<file path="src/rtl/sound_sequencer.sv">
// Tone sequencer for collision and movement sounds: arbitrates three request
// sources, plays one tone at a time for PLAY_CYCLES, then holds a silent gap.
module sound_sequencer #(
   parameter int PLAY_CYCLES = 10_000_000,
   parameter int GAP_CYCLES  = 120_000
) (
   input  logic       clk,
   input  logic       rst,
   input  logic       good_coll,
   input  logic       bad_coll,
   input  logic [3:0] direction,
   input  logic       mute,
   output logic       tone_en,
   output logic [7:0] freq,
   output logic [1:0] active_id,
   output logic       busy,
   output logic       done,
   output logic [1:0] state_dbg
);

   typedef enum logic [1:0] {IDLE = 2'd0, PLAY = 2'd1, GAP = 2'd2} state_t;

   localparam logic [1:0]  ID_NONE   = 2'd0;
   localparam logic [1:0]  ID_GOOD   = 2'd1;
   localparam logic [1:0]  ID_BAD    = 2'd2;
   localparam logic [1:0]  ID_MOVE   = 2'd3;
   localparam logic [23:0] PLAY_LOAD = 24'(PLAY_CYCLES - 1);
   localparam logic [23:0] GAP_LOAD  = (GAP_CYCLES > 0) ? 24'(GAP_CYCLES - 1) : 24'd0;
   localparam logic        HAS_GAP   = (GAP_CYCLES > 0);

   state_t      state_q, state_n;
   logic [23:0] cnt_q, cnt_n;
   logic [1:0]  cur_q, cur_n;
   logic [2:0]  pend_q, pend_n;
   logic [2:0]  req, avail, grant_bit;
   logic [1:0]  grant, pick_id, coll_id;
   logic        tone_en_n;
   logic [7:0]  freq_n;
   logic [1:0]  active_id_n;

   // Bit 0 = good, bit 1 = bad, bit 2 = move; lower bit wins.
   always_comb begin
      req     = {|direction, bad_coll, good_coll};
      avail   = pend_q | req;
      coll_id = avail[0] ? ID_GOOD : ID_BAD;
      pick_id = avail[0] ? ID_GOOD : (avail[1] ? ID_BAD : ID_MOVE);
   end

   always_comb begin
      state_n = state_q;
      cnt_n   = cnt_q;
      cur_n   = cur_q;
      grant   = ID_NONE;
      case (state_q)
         IDLE: if (|avail) grant = pick_id;
         PLAY: begin
            // A move tone yields to any collision sound unless it is already finishing.
            if (cur_q == ID_MOVE && cnt_q != 24'd0 && (avail[0] | avail[1]))
               grant = coll_id;
            else if (cnt_q != 24'd0)
               cnt_n = cnt_q - 24'd1;
            else if (HAS_GAP) begin
               state_n = GAP;
               cnt_n   = GAP_LOAD;
            end else if (|avail)
               grant = pick_id;
            else
               state_n = IDLE;
         end
         GAP: begin
            if (cnt_q != 24'd0)
               cnt_n = cnt_q - 24'd1;
            else if (|avail)
               grant = pick_id;
            else
               state_n = IDLE;
         end
         default: state_n = IDLE;
      endcase
      if (grant != ID_NONE) begin
         state_n = PLAY;
         cnt_n   = PLAY_LOAD;
         cur_n   = grant;
      end
      grant_bit = {grant == ID_MOVE, grant == ID_BAD, grant == ID_GOOD};
      pend_n    = (pend_q | req) & ~grant_bit;
   end

   // Registered outputs are computed from the upcoming state so they line up with it.
   always_comb begin
      tone_en_n   = (state_n == PLAY) & ~mute;
      active_id_n = (state_n == PLAY) ? cur_n : ID_NONE;
      case (active_id_n)
         ID_GOOD: freq_n = 8'd107;
         ID_BAD:  freq_n = 8'd151;
         ID_MOVE: freq_n = 8'd179;
         default: freq_n = 8'd0;
      endcase
   end

   always_ff @(posedge clk) begin
      if (rst) begin
         state_q   <= IDLE;
         cnt_q     <= 24'd0;
         cur_q     <= ID_NONE;
         pend_q    <= 3'd0;
         tone_en   <= 1'b0;
         freq      <= 8'd0;
         active_id <= ID_NONE;
      end else begin
         state_q   <= state_n;
         cnt_q     <= cnt_n;
         cur_q     <= cur_n;
         pend_q    <= pend_n;
         tone_en   <= tone_en_n;
         freq      <= freq_n;
         active_id <= active_id_n;
      end
   end

   assign busy      = (state_q != IDLE);
   assign done      = (state_q == PLAY) && (cnt_q == 24'd0);
   assign state_dbg = state_q;

endmodule

</file>
<file path="config.mk">
export PLATFORM = sky130hd
export DESIGN_NAME = sound_sequencer
export DESIGN_NICKNAME = d
export VERILOG_FILES = /design/src/rtl/sound_sequencer.sv
export SDC_FILE = /design/constraint.sdc
export NUM_CORES = 1
export LEC_CHECK = 0
export CORE_UTILIZATION = 50
export DETAILED_ROUTE_END_ITERATION = 10
export PLACE_DENSITY = 0.77
export SLEW_MARGIN = 20
export SYNTH_ARGS = -nofsm -noshare
export SYNTH_HDL_FRONTEND = slang
export SYNTH_SLANG_ARGS = --single-unit
</file>
<file path="constraint.sdc">
create_clock -name clk -period 4.27 [get_ports clk]
set_input_delay 0.854 -clock clk [delete_from_list [all_inputs] [get_ports clk]]
set_output_delay 0.854 -clock clk [all_outputs]
set_load 0.02 [all_outputs]
</file>
; After elaboration in Yosys (flattened, before gate mapping)
; Cells that the tools add are included.
[op_classes]
n_addsub = 1
eq_ne = 14
mux = 21
n_bitwise = 6
reduce_logical = 15
[ops]
columns = op, n
row1 = $mux W24, 4
row2 = $pmux W24 S2, 1
row3 = $logic_not A24 Y1, 1
row4 = $mux W2, 12
row5 = $pmux W8 S3, 1
row6 = $reduce_bool A24 Y1, 1
row7 = $sub A24 B1 Y24 const B, 1
row8 = $eq A2 B2 Y1 const B, 6
row9 = $pmux W2 S3, 2
row10 = $eq A2 B1 Y1 const B, 4
row11 = $ne A3 B3 Y1 const B, 2
row12 = $reduce_and A3 Y1, 2
row13 = $reduce_bool A2 Y1, 3
row14 = $ne A2 B2 Y1 const B, 2
row15 = $reduce_or A4 Y1, 1
row16 = $and A3 B3 Y3, 1
row17 = $logic_and A1 B1 Y1, 3
row18 = $not A3 Y3, 1
row19 = $or A3 B3 Y3, 1
row20 = $reduce_bool A3 Y1, 1
row21 = $reduce_or A3 Y1, 1
row22 = $logic_not A2 Y1, 1
row23 = $reduce_or A2 Y1, 1
row24 = $and A1 B1 Y1, 1
row25 = 3 further kinds, 3
[totals]
regBits = 42
in_bits = 9
output_inout_bits = 15
elab_cells = 65

; Depth between registers and ports, before layout
; Gate-level depths: netlist (run 1).
[depth]
word_depth = 13
ltp_mapped = 9
depth_no_buf = 8

; Worst setup path after synthesis (run 1)
; Ideal clock, no wire load.
[synth_timing]
path_type = in2reg
from = in good_coll
to = reg cnt_q[18]
setup_ns = 0.131
arrival_time_ns = 2.559
t_required_ns = 4.139
path_slack_ns = 1.580
path_stages = 7
cell_sequence = or4_1 > a31oi_1 > a41oi_4 > buf_6 > a2111oi_4 > xnor2_1 > nor3_2
[synth_between]
elab_chain_len = 7
[synth_lines]
columns = element, line_no
row1 = from (decl), 9  ; input logic good_coll,
row2 = $or A3 B3 Y3 *, 44  ; avail = pend_q | req;
row3 = "$reduce_or A3 Y1, or another cell as far along", "55, 73"
row4 = $mux W2 or $logic_and A1 B1 Y1 (tied branches), "55, 73, 58"
row5 = "$mux W2, on equally long branches", "71, 58"
row6 = $pmux W2 S3, 54  ; case (state_q)
row7 = $reduce_bool A2 Y1, 80  ; if (grant != ID_NONE) begin
row8 = $reduce_or A2 Y1 (no source line), -
row9 = to (signal assigned), 112  ; cnt_q <= cnt_n;
row10 = to (decl), 32  ; logic [23:0] cnt_q, cnt_n;
; Mark *: on every way between the ends. The rest lies on a longest branch, timed or not.
; A chain may end at the register's enable or synchronous reset.

; Worst setup path after layout (run 1)
[layout_timing]
from = reg cnt_q[13]
to = out done
[layout_between]
elab_chain_len = 2
[layout_lines]
columns = element, line_no
row1 = $logic_not A24 Y1, 122  ; assign done = (state_q == PLAY) && (cnt_q == 24'd0);
row2 = $logic_and A1 B1 Y1, 122
row3 = to (decl), 17  ; output logic done,
; Every way passes these cells.

==> impl_metrics.csv, run 1 <==
group,metric,value,unit
clocking,cts.hold.buffers_added,0,
setup_path,critPathKind,"reg -> out",
global_routing,track_usage,0.2535,
floorplanning,initial_core_util,0.5191,
setup_path,crit_cells,6,
setup_path,critPathMaxFanout,10,
synth,yosysWarnings,0,
timing,max_slew_headroom,0.5532,
timing,finalCriticalPeriod,3.381,ns
timing,setup_tns,0,ns
clocking,insertion_delay,0.30,ns
layout,final_cells,336,
floorplanning,die_h,69,um
setup_path,arrival,2.53,ns
clocking,root_buffer,"clkbuf_8",
placed_design,detailedPlacementHpwl,4174,um
job,maxCapViolCount,0,
setup_path,critical_path_cell_list,"or4_4 > nor4_4 > buf_4 > nand2_1 > nor2_1 > clkdlybuf4s50_1",
synth,largest_family_of_logic_cells_by_synthesized_area,"compound AO/OA/AOI/OAI gates",
timing,finalMaxSlewViolations,0,
power_and_ir_drop,power_leakage,0.8283,nW
synth,synthAdderAreaFrac,0.01115,
placed_design,place.detailed.instances,328,
routing,wirelength,5805,um
power_and_ir_drop,power.ir.vdd_worst,0.2118,mV
global_routing,grt_first_pass_wirelength,9846,um
timing,final.setup.worst_slack,0.8890,ns
clocking,cts.path.max_buffers,2,
timing,hold-worst-slack,0.5079,ns
timing,rsz0062_at_grt,"no",
min_path,hold_path.class,"reg -> reg",
layout,nNetsFinal,294,
run_status,run_status,"completed",
synth,syn_nets,274,
synth,leading_post_synthesis_cells_by_cell_area,"dfxtp_1 (33%), a21oi_1 (5.4%), xnor2_1 (5.1%)",
routing,drtAntennaViolNets,0,
routing,drt_iter0_drc,261,
timing,finalHoldViolations,0,
placed_design,dpl_cell_area,0.002484,mm2
layout,final_core_utilization,0.6021,
clocking,clkTransAtPathRegs,0.08,ns
floorplanning,pin_count,24,
global_routing,globalRouteOverflowTotal,0,
global_routing,grt_max_degree,20,
synth,netlist.area_leader.share,0.3300,
clocking,post_cts.repair.setup_buffers,0,
min_path,hold-path-cell-count,2,
setup_path,maximum_single_stage_delay_on_the_critical_path,0.61,ns
floorplanning,die_w,69,um
clocking,total_clock_buffers_created_by_cts,5,
synth,synth_simple_gate_area_frac,0.2586,
synth,netlist_instances,263,
routing,drc_violations,0,
floorplanning,coreArea,0.004324,mm2
placed_design,gp_congestion,0.9430,
layout,area_delta_synth_final,16.00,%
setup_path,cpLargestDelayFamily,"simple AND/OR/NAND/NOR gates",
setup_path,worst_path_max_delay_cell,"clkdlybuf4s50_1",
synth,yosys_register_bits,37,
placed_design,place_ws,0.8040,ns
timing,max_frequency,0.2958,GHz
synth,synth_edf_count,0,
synth,synth_compound_gate_area_share,0.2926,
clocking,cts_tree,"built",
power_and_ir_drop,powerDensity,343.9,mW/mm2
synth,synth_xor_area_frac,0.05072,
routing,wl_per_cell,17.28,um
clocking,count_of_cells_resized_by_post_cts_repair,0,
timing,worstMarginPinSlew,0.6678,ns
synth,synth_mux_area_frac,0,
global_routing,grt_antenna_before_repair,0,
placed_design,place.port_buffers,23,
power_and_ir_drop,post-layout-total-power,0.8954,mW
layout,antenna-diode-count,0,
synth,async_reset_ff_frac,0,
synth,syn-cell-area,0.002245,mm2
routing,detail_route.first_pass.iterations,5,
timing,post-route-period-util,0.7918,
setup_path,worstRegToRegCells,6,
setup_path,critPathBufInv,2,
clocking,tritoncts_num_sinks,37,
floorplanning,rows,24,
global_routing,grt_pass1_vias,2070,
timing,setup_viol_count_final,0,
synth,synth.distinct_cells,54,
routing,dr_total_vias,2174,
synth,avgSynthCellArea,8.535,um2
synth,synthFlopType,"dfxtp_1",
floorplanning,floorplan.die_area,0.004761,mm2
timing,fin_skew,0.01231,ns
clocking,cts_htree_levels,2,
setup_path,worstSetupStartpointType,"flop",
synth,cell_accounting_for_the_most_synthesized_area,"dfxtp_1",
layout,layout-drive-gt1-share,0.1232,
setup_path,setup.worst_path.end_class,"output pin",
synth,seq_area_frac_synth,0.3300,
layout,final_design_area_no_fill,0.002604,mm2
setup_path,worst-endpoint-required,3.42,ns
routing,route.detailed.vias_per_inst,6.470,
-- synth_stat cells (2+ instances only) --
master,count
buf_2,3
or4_4,2
or3_1,3
nand2_1,16
o41ai_1,3
nor3_1,17
buf_4,5
nand2b_1,2
a2bb2oi_1,2
nor4_1,6
o211ai_1,2
a31oi_1,5
dfxtp_1,37
or2_2,3
o21ai_0,10
o22ai_1,2
or4_1,6
inv_1,9
clkbuf_1,5
nand4_1,4
nor3_2,4
nand3_1,7
xnor2_1,13
o31ai_1,7
ha_1,2
a2111oi_2,2
nor2_1,22
a21oi_1,24
a211oi_1,10
a221oi_1,2
and2_1,3
buf_6,2
a2111oi_4,2
-- routing by layer --
layer	part of all wire	track usage
met5	0	0
met4	0.012	0.09070
met3	0.067	0.04678
met2	0.47	0.4002
met1	0.45	0.3453
-- power by group --
part           leakage (nW)  switching, mW  internal, mW  total [mW]
clock network        0.0574          0.134         0.190       0.324
logic                 0.465          0.102        0.0755       0.177
registers             0.306         0.0268         0.367       0.394
total                 0.828          0.263         0.633       0.895
-- worst reg2reg max path, cell delays in order, from the launching register on --
cell     delay (ns)
dfxtp_1        0.73
inv_1          0.31
nor2_1         0.53
a41oi_4        0.37
and2_2         0.37
o41ai_1        0.38
a21oi_1        0.14
-- layout make-up --
class | instances | area [um2]
fillers | 394 | 1720
well taps | 52 | 65.06
multi-input cells | 202 | 1376
repair buffers | 28 | 267.8
inverters | 9 | 33.78
flip-flops and latches | 37 | 740.7
clock inverters | 2 | 37.54
clock buffers | 6 | 82.58
-- layout by cell type (no fill, tap or decap), types with 6 or more instances in the layout --
cell             count
xnor2_1             13
o21ai_0             10
clkdlybuf4s50_1     23
a211oi_1            10
clkbuf_8             6
nor3_1              17
nor2_1              22
a21oi_1             24
nand3_1              7
or4_1                6
o31ai_1              7
dfxtp_1             37
inv_1                9
nor4_1               6
nand2_1             16
-- kinds of logic after synthesis --
| logic type | count (synthesis) |
|---|---|
| adder cells (fa/ha/maj) | 2 |
| flip-flops | 37 |
| AND/OR/NAND/NOR | 104 |
| XOR/XNOR | 13 |
| AO/OA/AOI/OAI | 83 |
| buffers and inverters | 24 |
-- registers in the layout, summed over array words and instances, names as in the netlist --
name       cells
cnt_q         24
pend_q         3
tone_en        1
active_id      1
state_dbg      2
freq           4
cur_q          2
-- final timing paths --
kind,start,to,slack [ns]
max,cnt_q[13],done,0.89
min,cnt_q[4],cnt_q[4],0.51
max reg2reg,state_dbg[0],cnt_q[7],1.32
min reg2reg,cnt_q[4],cnt_q[4],0.51
Note: power is estimated with default switching activity, not from simulation.
==> inputs of run 2 (changes only) <==
clock period = 3.2 ns   (was 4.27 ns; I/O delays follow)
==> impl_metrics.csv, run 2 (synthesis results as in run 1) <==
group,metric,value,unit
layout,nNetsFinal,299,
setup_path,setup.worst_path.end_class,"output pin",
placed_design,place.port_buffers,23,
power_and_ir_drop,post-layout-total-power,1.189,mW
setup_path,worstSetupStartpointType,"flop",
setup_path,maximum_single_stage_delay_on_the_critical_path,0.62,ns
timing,finalMaxSlewViolations,0,
clocking,cts_tree,"built",
routing,wirelength,5685,um
floorplanning,die_w,69,um
placed_design,dpl_cell_area,0.002521,mm2
timing,worstMarginPinSlew,0.6358,ns
timing,setup_viol_count_final,0,
setup_path,critical_path.startpoint,"cnt_q[13]",
routing,wl_per_cell,16.67,um
clocking,cts.hold.buffers_added,0,
power_and_ir_drop,p_comb_frac,0.204,
timing,max_slew_headroom,0.5746,
clocking,root_buffer,"clkbuf_8",
layout,layout_common_cells,"dfxtp_1 (37), a21oi_1 (24), clkdlybuf4s50_1 (23), nor2_1 (22), nor3_1 (17)",
layout,reg.largest.list,"cnt_q (24), freq (4), pend_q (3)",
floorplanning,initial_core_util,0.5191,
global_routing,gr_layer_usage_met1,0.3333,
layout,final_core_utilization,0.6100,
global_routing,grt_antenna_before_repair,0,
floorplanning,coreArea,0.004324,mm2
layout,area_delta_synth_final,17.50,%
power_and_ir_drop,switching_power,0.3414,mW
routing,drt_iter0_drc,197,
setup_path,worst-endpoint-required,2.56,ns
power_and_ir_drop,power.share.sequential,0.440,
clocking,insertion_delay,0.29,ns
min_path,hold_path.startpoint,"cnt_q[7]",
routing,drtAntennaViolNets,0,
routing,dr_total_vias,2194,
layout,layout-drive-gt1-share,0.1349,
routing,drc_violations,0,
power_and_ir_drop,power_leakage,0.8539,nW
global_routing,grt_first_pass_wirelength,9687,um
setup_path,worst_path_max_delay_cell,"clkdlybuf4s50_1",
global_routing,grt_pass1_vias,2050,
global_routing,grt_util_met3,0.05263,
global_routing,grt.busiest_layer,"met2",
floorplanning,floorplan.die_area,0.004761,mm2
layout,registers.top_by_ff_count,"cnt_q",
routing,detail_route.first_pass.iterations,5,
timing,finalCriticalPeriod,3.082,ns
clocking,post_cts.repair.setup_buffers,0,
layout,antenna-diode-count,0,
layout,layout_commonest_cell,"dfxtp_1",
min_path,hold_path.class,"reg -> reg",
clocking,tritoncts_num_sinks,37,
global_routing,globalRouteOverflowTotal,0,
clocking,cts_htree_levels,2,
setup_path,critical_path_cell_list,"or4_4 > nor4_4 > nand2_1 > nor2_1 > clkdlybuf4s50_1",
floorplanning,pin_count,24,
timing,post-route-period-util,0.9632,
layout,final_design_area_no_fill,0.002638,mm2
power_and_ir_drop,power.ir.vdd_worst,0.2555,mV
power_and_ir_drop,power.share.switching,0.2871,
timing,max_frequency,0.3244,GHz
job,maxCapViolCount,0,
timing,hold-worst-slack,0.5262,ns
timing,setup_tns,0,ns
clocking,clkTransAtPathRegs,0.07,ns
layout,largest_register_ffs,24,
timing,rsz0062_at_grt,"no",
global_routing,grt_max_degree,24,
global_routing,track_usage,0.2500,
clocking,count_of_cells_resized_by_post_cts_repair,0,
routing,route.detailed.vias_per_inst,6.434,
setup_path,critPathBufInv,1,
clocking,cts.path.max_buffers,2,
setup_path,cpLargestDelayFamily,"simple AND/OR/NAND/NOR gates",
floorplanning,rows,24,
clocking,total_clock_buffers_created_by_cts,5,
timing,fin_skew,0.007472,ns
setup_path,critPathKind,"reg -> out",
setup_path,critPathMaxFanout,5,
run_status,run_status,"completed",
power_and_ir_drop,powerDensity,450.8,mW/mm2
power_and_ir_drop,cellInternalPower,0.8476,mW
setup_path,reg2reg_from,"cnt_q[13]",
floorplanning,die_h,69,um
placed_design,gp_congestion,0.9395,
placed_design,detailedPlacementHpwl,4149,um
power_and_ir_drop,clock_power_share,0.356,
global_routing,groute.layer.met2.usage,0.3808,
setup_path,arrival,2.44,ns
timing,finalHoldViolations,0,
run 2: cell types whose count changed in the layout (fill, tap and decap cells not counted):
cell	change
buf_4	+5
clkbuf_1	+1
clkinvlp_4	-1
run 2: path summary, 6_finish.rpt:
path,slack (ns),end,depth (start not counted)
hold reg to reg,0.53,cnt_q[7],2
hold / removal,0.53,cnt_q[7],2
setup / recovery,0.12,done,5
setup reg to reg,0.34,cur_q[1],7
run 2: through the flow:
| step | setup WS, ns | std cells |
|---|---|---|
| final | 0.1177 | 341 |
| after global routing | 0.03638 | 341 |
| after CTS | 0.1267 | 341 |
| after detailed placement | 0.1072 | 333 |
| after global placement | 0.09484 | 333 |
| after floorplan | 0.6793 | 263 |
run 2: metal layers:
layer  part of all wire  vias to the layer above
met4              0.031                        0
met3              0.056                       29
met2               0.46                       90
li1                   -                     1054
met1               0.45                     1021
met5                  0                        -
run 2: worst reg2reg max path, cell delays in order, from the launching register on:
cell      delay [ns]
dfxtp_1         0.37
or4_4           0.60
or4_1           0.67
nor4_1          0.33
a211oi_1        0.10
buf_4           0.20
or4_1           0.42
o31ai_1         0.09
run 2: power groups by stage:
stage          Sequential (mW)  Clock (mW)  Combinational [mW]
3_3_place_gp             0.531           0               0.236
5_1_grt                  0.527       0.450               0.264
6_report                 0.523       0.423               0.243
2_1_floorplan            0.534           0               0.161
4_1_cts                  0.522       0.425               0.241
3_5_place_dp             0.532           0               0.239
run 2: layout make-up:
class | count | area, um2
clock buffers | 7 | 86.33
clock inverters | 1 | 30.03
fillers | 401 | 1687
inverters | 9 | 33.78
multi-input cells | 202 | 1376
flip-flops and latches | 37 | 740.7
well taps | 52 | 65.06
repair buffers | 33 | 305.3
==> inputs of run 3 (changes only) <==
CTS_CLUSTER_SIZE = 16   (was not set)
TNS_END_PERCENT = 100   (was not set)
==> results of run 3 <==
Final layout, timing and power as in run 2 (identical DEF).
